## config.mk

```make
export PLATFORM = sky130hd
export DESIGN_NAME = game_timer
export DESIGN_NICKNAME = d
export VERILOG_FILES = /design/src/rtl/game_timer.sv
export SDC_FILE = /design/constraint.sdc
export NUM_CORES = 1
export LEC_CHECK = 0
export ABC_AREA = 1
export CORE_UTILIZATION = 40
export CTS_CLUSTER_DIAMETER = 150
export DETAILED_ROUTE_END_ITERATION = 10
export GPL_TIMING_DRIVEN = 1
export SLEW_MARGIN = 0
export SYNTH_ARGS = -nofsm -noshare
export SYNTH_HDL_FRONTEND = slang
export SYNTH_SLANG_ARGS = --single-unit
```

## constraint.sdc

```tcl
create_clock -name frame_clk -period 4.1 [get_ports frame_clk]
set_clock_uncertainty 0.05 [all_clocks]
set_input_delay 0.41 -clock frame_clk [delete_from_list [all_inputs] [get_ports frame_clk]]
set_output_delay 0.41 -clock frame_clk [all_outputs]
set_load 0.02 [all_outputs]
```

## src/rtl/game_timer.sv

```systemverilog
// game_timer: frame-driven M:SS game clock for the display path.
// Divides frame_clk into seconds and keeps a saturating BCD minute/second
// count with start/pause/clear control, a per-second tick and a time_up flag.
// Build option: define GAME_TIMER_COUNTDOWN_EN to count down from
// PRESET_MIN:PRESET_SEC to 0:00 instead of counting up to MAX_MIN:59.
module game_timer #(
   parameter int FRAMES_PER_SEC = 60,
   parameter int MAX_MIN        = 9,
   parameter int PRESET_MIN     = 2,
   parameter int PRESET_SEC     = 0
) (
   input  logic       frame_clk,
   input  logic       reset,
   input  logic       start,
   input  logic       pause,
   input  logic       clear,
   output logic [3:0] gameClock [3],
   output logic       running,
   output logic       sec_tick,
   output logic       time_up
);

   localparam int CW = (FRAMES_PER_SEC > 1) ? $clog2(FRAMES_PER_SEC) : 1;
   localparam logic [CW-1:0] FC_LAST = CW'(FRAMES_PER_SEC - 1);

   localparam logic [1:0] S_IDLE  = 2'd0;
   localparam logic [1:0] S_RUN   = 2'd1;
   localparam logic [1:0] S_PAUSE = 2'd2;
   localparam logic [1:0] S_DONE  = 2'd3;

`ifdef GAME_TIMER_COUNTDOWN_EN
   localparam bit COUNT_DOWN = 1'b1;
`else
   localparam bit COUNT_DOWN = 1'b0;
`endif

   // Value the digits take after reset or clear, in whole seconds.
   localparam int LOAD_SECS = COUNT_DOWN ? (PRESET_MIN * 60 + PRESET_SEC) : 0;
   localparam logic [3:0] LOAD_MIN  = 4'(LOAD_SECS / 60);
   localparam logic [3:0] LOAD_TEN  = 4'((LOAD_SECS % 60) / 10);
   localparam logic [3:0] LOAD_UNIT = 4'(LOAD_SECS % 10);
   // A countdown preset of 0:00 has nothing to count, so start ends the game at once.
   localparam bit LOAD_ZERO = COUNT_DOWN && (LOAD_SECS == 0);

   logic [1:0]    r_state;
   logic [CW-1:0] r_frame_cnt;
   logic [3:0]    r_digit [3];
   logic          r_tick;

   logic [1:0]    w_state_next;
   logic [CW-1:0] w_fc_next;
   logic [3:0]    w_digit_next [3];
   logic          w_tick_next;

   // Digits after a one-second step, and whether that step ends the game.
   logic [3:0]    w_adv [3];
   logic          w_adv_last;

`ifdef GAME_TIMER_COUNTDOWN_EN
   // One-second BCD decrement with borrow; reaching 0:00 is terminal.
   always_comb begin
      w_adv[0]   = r_digit[0];
      w_adv[1]   = r_digit[1];
      w_adv[2]   = r_digit[2];
      w_adv_last = (r_digit[2] == 4'd0) && (r_digit[1] == 4'd0) && (r_digit[0] == 4'd1);
      if (r_digit[0] != 4'd0) begin
         w_adv[0] = r_digit[0] - 4'd1;
      end else begin
         w_adv[0] = 4'd9;
         if (r_digit[1] != 4'd0) begin
            w_adv[1] = r_digit[1] - 4'd1;
         end else begin
            w_adv[1] = 4'd5;
            w_adv[2] = r_digit[2] - 4'd1;
         end
      end
   end
`else
   localparam logic [3:0] MAX_MIN_D = 4'(MAX_MIN);

   // One-second BCD increment with carry; at MAX_MIN:59 the digits saturate.
   always_comb begin
      w_adv[0]   = r_digit[0];
      w_adv[1]   = r_digit[1];
      w_adv[2]   = r_digit[2];
      w_adv_last = (r_digit[2] == MAX_MIN_D) && (r_digit[1] == 4'd5) && (r_digit[0] == 4'd9);
      if (!w_adv_last) begin
         if (r_digit[0] != 4'd9) begin
            w_adv[0] = r_digit[0] + 4'd1;
         end else begin
            w_adv[0] = 4'd0;
            if (r_digit[1] != 4'd5) begin
               w_adv[1] = r_digit[1] + 4'd1;
            end else begin
               w_adv[1] = 4'd0;
               w_adv[2] = r_digit[2] + 4'd1;
            end
         end
      end
   end
`endif

   // Next-state decode; clear beats pause, pause beats start.
   always_comb begin
      w_state_next = r_state;
      w_fc_next    = r_frame_cnt;
      w_digit_next = r_digit;
      w_tick_next  = 1'b0;
      if (clear) begin
         w_state_next    = S_IDLE;
         w_fc_next       = '0;
         w_digit_next[0] = LOAD_UNIT;
         w_digit_next[1] = LOAD_TEN;
         w_digit_next[2] = LOAD_MIN;
      end else begin
         case (r_state)
            S_IDLE: begin
               if (start) begin
                  w_fc_next = '0;
                  if (LOAD_ZERO) begin
                     w_state_next = S_DONE;
                  end else if (pause) begin
                     w_state_next = S_PAUSE;
                  end else begin
                     w_state_next = S_RUN;
                  end
               end
            end
            S_RUN: begin
               if (pause) begin
                  w_state_next = S_PAUSE;
               end else if (r_frame_cnt == FC_LAST) begin
                  w_fc_next    = '0;
                  w_digit_next = w_adv;
                  w_tick_next  = 1'b1;
                  if (w_adv_last) begin
                     w_state_next = S_DONE;
                  end
               end else begin
                  w_fc_next = r_frame_cnt + CW'(1);
               end
            end
            S_PAUSE: begin
               // Resume without counting this edge so the held phase is kept.
               if (!pause) begin
                  w_state_next = S_RUN;
               end
            end
            default: begin
            end
         endcase
      end
   end

   // State, frame divider, digits and tick registers.
   always_ff @(posedge frame_clk or posedge reset) begin
      if (reset) begin
         r_state     <= S_IDLE;
         r_frame_cnt <= '0;
         r_digit[0]  <= LOAD_UNIT;
         r_digit[1]  <= LOAD_TEN;
         r_digit[2]  <= LOAD_MIN;
         r_tick      <= 1'b0;
      end else begin
         r_state     <= w_state_next;
         r_frame_cnt <= w_fc_next;
         r_digit     <= w_digit_next;
         r_tick      <= w_tick_next;
      end
   end

   genvar gi;
   generate
      for (gi = 0; gi < 3; gi++) begin : g_digit_out
         assign gameClock[gi] = r_digit[gi];
      end
   endgenerate

   assign running  = (r_state == S_RUN);
   assign time_up  = (r_state == S_DONE);
   assign sec_tick = r_tick;

endmodule

```

==> results of run 1 <==
-- layer usage --
metal / global-route usage (%) / part of all wire, %
met2: 29.94 / 48
met4: 8.889 / 1.3
met3: 2.277 / 4.0
met5: 0 / 0
met1: 23.43 / 47
-- synthesized netlist by cell type (all sizes together) --
| cell | n | area [µm²] |
|---|---|---|
| buf | 2 | 18.77 |
| clkinv | 1 | 8.760 |
| or2 | 1 | 6.260 |
| a21oi | 3 | 26.28 |
| nand4 | 8 | 50.05 |
| nand2 | 54 | 212.7 |
| xor2 | 3 | 26.28 |
| a211oi | 1 | 7.510 |
| nor2 | 26 | 105.1 |
| ha | 11 | 137.6 |
| inv | 24 | 90.09 |
| o211ai | 1 | 7.510 |
| dfrtp | 21 | 525.5 |
| nand3b | 1 | 20.02 |
| o21ai | 11 | 58.81 |
| nor3 | 3 | 20.02 |
| nand3 | 20 | 120.1 |
-- worst reg2reg max path, stage by stage (launching register included) --
cell and delay (ns):
dfrtp_1 0.44, inv_1 0.09, ha_1 0.25, inv_2 0.08
o21ai_2 0.15, inv_2 0.08, a21oi_4 0.21, nand3_2 0.15
nand2_1 0.08, nand2_1 0.05
-- kinds of logic after synthesis --
kind of cell / Yosys count
AND/OR/NAND/NOR: 113
buffers and inverters: 27
flip-flops: 21
AO/OA/AOI/OAI: 16
adder cells (fa/ha/maj): 11
XOR/XNOR: 3
-- metrics by stage --
stage                     worst slack (ns)  instances  util [%]  total power, µW  area (µm²)
final                                1.908        258     50.09            680.9        1698
after global routing                 1.846        258     50.09            742.1        1698
after CTS                            1.902        258     50.09            687.9        1698
after detailed placement             1.812        254     49.28            580.9        1670
after global placement               1.894        254     49.28            576.2        1670
after floorplan                      2.440        191         -            480.6        1441
-- flip-flops by register name, indices dropped and copies added (netlist names) --
name         count
r_state          2
sec_tick         1
r_frame_cnt      6
gameClock       12
-- how the worst max path moves through the flow --
stage / start / endpoint / slack [ns] / depth (start not counted)
after floorplan: r_state[1] / gameClock[4] / 2.44 / 9
after global placement: clear / gameClock[6] / 1.89 / 8
after detailed placement: clear / r_frame_cnt[5] / 1.81 / 8
after CTS: r_state[1] / running / 1.90 / 3
after global routing: r_state[1] / running / 1.85 / 3
final: r_state[1] / running / 1.91 / 3
-- area by class of cell --
class                      instances  share of cell area [%]
multi-input combinational        143                   47.02
sequential                        21                   30.95
timing repair buffer              19                   11.20
clock inverter                     1                  0.2948
tap                               46                   3.390
clock buffer                       3                   1.326
inverter                          25                   5.822
-- power by group --
group	internal [µW]	switching, µW
Clock	36.6	67.0
Combinational	121	167
Sequential	241	48.3
==> results.md, run 1 <==
* Status: complete, no violations
* Mapped cell area at 1441 µm²
* Congestion Overflow GR at 0
* Final GP Congestion at 0.8653
* Seq cells post-synth at 21
* CP bufs+invs at 2
* Max stage delay on crit path at 0.64 ns
* Clock slew at reported path FFs at 0.11 ns
* Yosys warnings at 0
* Hold worst-path end: r_frame_cnt[0]
* Peak supply drop at 0.0001974 V
* Critical R2R Capture: gameClock[4]
* Post-CTS Setup Bufs at 0
* Syn avg cell area at 7.547 µm²
* Final hold viol count at 0
* # port buffers at 19
* Slowest-stage cell, CP: clkdlybuf4s50_1
* Initial antenna violation count at 0
* Synth Area in XOR/XNOR at 1.823%
* Layout cells sized above 1 at 12.26%
* CP cell instances: inv_1 > ha_1 > clkdlybuf4s50_1
* Residual DRC count at 0
* I/O pins at 20
* Antenna diode count at 0
* Fin crit period at 2.192 ns
* H-Tree Depth at 1
* Hold Buf Count CTS at 0
* Netlist cell types at 26
* Vias in the first global route at 1208
* Worst Setup Start Kind: flip-flop
* Most frequent cells in the layout: 50 x nand2_1, 23 x nor2_1, 21 x dfrtp_1, 19 x inv_1, 19 x clkdlybuf4s50_1
* R2R Setup Slk at 2.38 ns
* Rel. slew slack at 44.90%
* Max clock buf depth at 2
* CTS tree: done
* Adder-Cell Fraction of Synth Area at 9.549%
* FF/Latch Area at 525.5 µm²
* Post-Synthesis Cells at 191
* Min-Delay Path Class: flip-flop to flip-flop
* Clock Sinks at 21
* Min Hold Slack at 0.4704 ns
* HPWL after DPL at 2231 µm
* Nets at 229
* Number of antenna-violating nets in the routed design at 0
* HP Start: r_frame_cnt[0]
* FMAX at 0.4562 GHz
* Mux contribution to synthesized area at 0%
* Post_cts resized at 0
* Critical Path AT at 1.73 ns
* Worst Setup End Kind: output pin
* Row Count at 21
* Commonest non-fill, non-tap cell in the layout: nand2_1
* Global-route wire length before repair at 5195 µm
* Die Footprint at 3848 µm²
* Die X at 62.03 µm
* Setup violators final at 0
* Die height at 62.03 µm
* Placeable Area at 3390 µm²
* RSZ-0062 raised after global routing: false
* Vias per inst at 4.957
* Clock root cell: clkbuf_4
* Transition time of the tightest slew-check pin at 0.8257 ns
* Multi-input logic area at 798.3 µm²
* CP required at 3.64 ns
* DR WL/cell at 11.42 µm
* Drt pass-1 iters at 4
* Delay-heaviest family, CP: buffers and inverters
* Fill cells at 321
* Largest net degree at the start of global routing at 22
* Pwr/cell area at 401.1 nW/µm²
* Pleak at 0.0008432 µW
* Clk_lat worst skew at 0.32 ns
* Final wirelength at 2947 µm
* Largest family of logic cells by synthesized area: simple AND/OR/NAND/NOR gates
* Post-Synth Simple-Gate Area at 37.07%
* Crit Path Class: flip-flop to output pin
* Total GRT Usage at 18.16%
* Slew Limit Fails at 0
* CTS buffer count at 3
* Setup TNS at 0 ns
* Compound-Gate Fraction of Synth Area at 6.944%
* Worst R2R Start: r_state[1]
* Initial Util at 42.52%
* CP max FO at 4
* Register area share after synthesis at 36.46%
* Fin crit share at 53.47%
* Syn nets at 207
* Hold path depth at 1
* MaxCap Viol Count at 0
* Area delta synth->final at 17.80%
* Routed via count at 1279
* Detailed router's first-iteration violation count at 79
* Register-to-Register Path Depth at 9
(Power assumes the default switching activity.)
==> inputs of run 2 (changes only) <==
==> constraint.sdc (replaced) <==
create_clock -name frame_clk -period 2 [get_ports frame_clk]
set_clock_uncertainty 0.05 [all_clocks]
set_input_delay 0.2 -clock frame_clk [delete_from_list [all_inputs] [get_ports frame_clk]]
set_output_delay 0.2 -clock frame_clk [all_outputs]
set_load 0.02 [all_outputs]
==> run 2 against run 1 <==
Net effect: critical path depth increased by 6; total power increased by 100%; setup slack got worse by 1.6 ns; utilization increased by 0.48 points; die area unchanged; critical endpoint is now gameClock[7]; highest routed layer unchanged.
==> results.md, run 2 (synthesis gave the netlist of run 1 again) <==
* Status: complete, no violations
* Clk_lat worst skew at 0.30 ns (-0.02 ns)
* Register-to-Register Path Depth at 9 (unchanged)
* # port buffers at 19 (unchanged)
* Fin crit period at 1.722 ns
* Die Footprint at 3848 µm² (unchanged)
* HPWL after DPL at 2225 µm (-0.28%)
* Fill cells at 332 (+3.4%)
* Nets at 231 (+0.87%)
* Pwr/cell area at 808.0 nW/µm² (+100%)
* Slew Limit Fails at 0 (unchanged)
* Antenna diode count at 0 (unchanged)
* Drt pass-1 iters at 4 (unchanged)
* Most frequent cells in the layout: 50 x nand2_1, 23 x nor2_1, 21 x dfrtp_1, 19 x inv_1, 18 x clkdlybuf4s50_1
* Sw Ratio at 40.76% (-0.76 points)
* Largest net degree at the start of global routing at 22 (unchanged)
* Initial Util at 42.52% (unchanged)
* Psw at 564.5 µW (+100%)
* Total GRT Usage at 17.04% (-1.1 points)
* Post-route cell area at 1714 µm² (+0.96%)
* Residual DRC count at 0 (unchanged)
* Setup ws final at 0.2776 ns (-1.630 ns)
* Dpl cell area at 1685 µm² (+0.90%)
* Vias per inst at 4.958 (about the same)
* H-Tree Depth at 1 (unchanged)
* CP required at 2.15 ns (-1.49 ns)
* Worst Setup End Kind: flip-flop
* Crit Path Class: flip-flop to flip-flop
* Pleak at 0.0008652 µW (+2.6%)
* Vias in the first global route at 1096 (-9.3%)
* Critical Path AT at 1.87 ns (+0.14 ns)
* Placeable Area at 3390 µm² (unchanged)
* Die X at 62.03 µm (unchanged)
* Final wirelength at 2852 µm (-3.2%)
* Die height at 62.03 µm (unchanged)
* Area delta synth->final at 18.92%
* FMAX at 0.5806 GHz
* Clock root cell: clkbuf_4
* Final GP Congestion at 0.8528 (-1.4%)
* Worst slack at placement at 0.1852 ns (-1.627 ns)
* Worst Setup Start Kind: flip-flop
* Number of antenna-violating nets in the routed design at 0 (unchanged)
* Logic pwr share at 42.8% (+0.4 points)
* Commonest non-fill, non-tap cell in the layout: nand2_1
* Transition time of the tightest slew-check pin at 0.2752 ns (-0.5505 ns)
* Critical R2R Capture: gameClock[7]
* MaxCap Viol Count at 0 (unchanged)
* I/O pins at 20 (unchanged)
* Post-CTS Setup Bufs at 0 (unchanged)
* Max clock buf depth at 2 (unchanged)
* Detailed router's first-iteration violation count at 57 (-28%)
* DR WL/cell at 10.97 µm (-4.0%)
* Congestion Overflow GR at 0 (unchanged)
* Routed via count at 1289 (+0.78%)
* Largest register FFs at 12 (unchanged)
* Min-Delay Path Class: input port to asynchronous set/reset pin
* Rel. slew slack at 81.65% (+37 points)
* Global-route wire length before repair at 4843 µm (-6.8%)
* Int Pwr at 820.6 µW (+110%)
* Clock slew at reported path FFs at 0.11 ns (about the same)
* Row Count at 21 (unchanged)
* Setup violators final at 0 (unchanged)
* Seq pwr share at 42.6% (+0.2 points)
* Initial antenna violation count at 0 (unchanged)
* Final hold viol count at 0 (unchanged)
* R2R Setup Slk at 0.28 ns (-2.10 ns)
* CP max FO at 7 (+3)
* Clock Sinks at 21 (unchanged)
* Peak supply drop at 0.0004569 V (+130%)
* Fin crit share at 86.12%
* Layout cells sized above 1 at 12.62% (+0.35 points)
* Setup TNS at 0 ns (unchanged)
* CTS buffer count at 3 (unchanged)
* RSZ-0062 raised after global routing: false
* Worst R2R Start: r_state[1]
* CTS tree: done
* Clock network fraction of total power at 14.6% (-0.6 points)
==> run 2: changes by cell type in the layout (fill, tap and decap cells not counted), sizes merged <==
cell	before	now
dlymetal6s2s	0	1
buf	0	2
clkbuf	3	4
clkdlybuf4s50	19	18
clkinv	2	1
==> run 2: cell type report <==
class	instances	area (µm²)	share of cell area, %
Inverter	25	98.84	5.766
Clock buffer	4	26.28	1.533
Timing Repair Buffer	21	207.7	12.12
Sequential cell	21	525.5	30.66
Tap cell	46	57.56	3.358
Multi-Input combinational cell	143	798.3	46.57
==> run 2: metrics by stage <==
step | power, µW | instances | util, % | hold WS (ns)
global placement | 1182 | 256 | 49.72 | 0.4390
CTS | 1406 | 260 | 50.50 | 0.1672
floorplan | 985.2 | 191 | - | 0.1265
global route | 1506 | 260 | 50.57 | 0.1782
finish | 1385 | 260 | 50.57 | 0.1627
detailed placement | 1196 | 256 | 49.72 | 0.4436
==> run 2: what timing repair did <==
item	4_1_cts	5_1_grt
hold buffers	0	0
gates resized for setup	0	1
endpoints found under the setup margin	0	1
endpoints found under the hold margin	0	0
==> run 2: worst max path at each step <==
stage	start	slack, ns	to
after floorplan	r_state[1]	0.34	gameClock[4]
after global placement	clear	0.20	gameClock[7]
after detailed placement	clear	0.19	gameClock[6]
after CTS	r_state[1]	0.03	running
after global routing	r_state[1]	0.11	gameClock[5]
final	r_state[1]	0.28	gameClock[7]
==> run 2: critical path, cell delays in order, from the launching register on <==
cell	delay [ns]
dfrtp_1	0.43
inv_1	0.10
ha_1	0.24
inv_2	0.08
o21ai_2	0.15
inv_2	0.08
a21oi_4	0.23
nand3_2	0.14
nand2_1	0.09
nand2_1	0.05
==> run 2: power by group through the flow <==
stage / clock network [µW] / logic [µW] / registers (µW)
global placement: 0 / 587 / 595
detailed placement: 0 / 597 / 599
global route: 231 / 668 / 606
finish: 203 / 593 / 589
floorplan: 0 / 345 / 640
CTS: 214 / 601 / 591
==> run 2: metal layers <==
metal | up-vias | wire length, µm | global-route usage, %
met5 | - | 0 | 0
met4 | 0 | 17 | 5.397
met3 | 2 | 94 | 4.348
met2 | 21 | 1381 | 28.27
met1 | 607 | 1358 | 21.67
li1 | 659 | - | -
==> inputs of run 3 (changes only) <==
--- a/config.mk
+++ b/config.mk
@@ -10,7 +10,7 @@
 export CTS_CLUSTER_DIAMETER = 150
 export DETAILED_ROUTE_END_ITERATION = 10
 export GPL_TIMING_DRIVEN = 1
-export SLEW_MARGIN = 0
+export SLEW_MARGIN = 20
 export SYNTH_ARGS = -nofsm -noshare
 export SYNTH_HDL_FRONTEND = slang
 export SYNTH_SLANG_ARGS = --single-unit
==> results of run 3 <==
The final DEF is identical to that of run 2; final timing and power are the same.
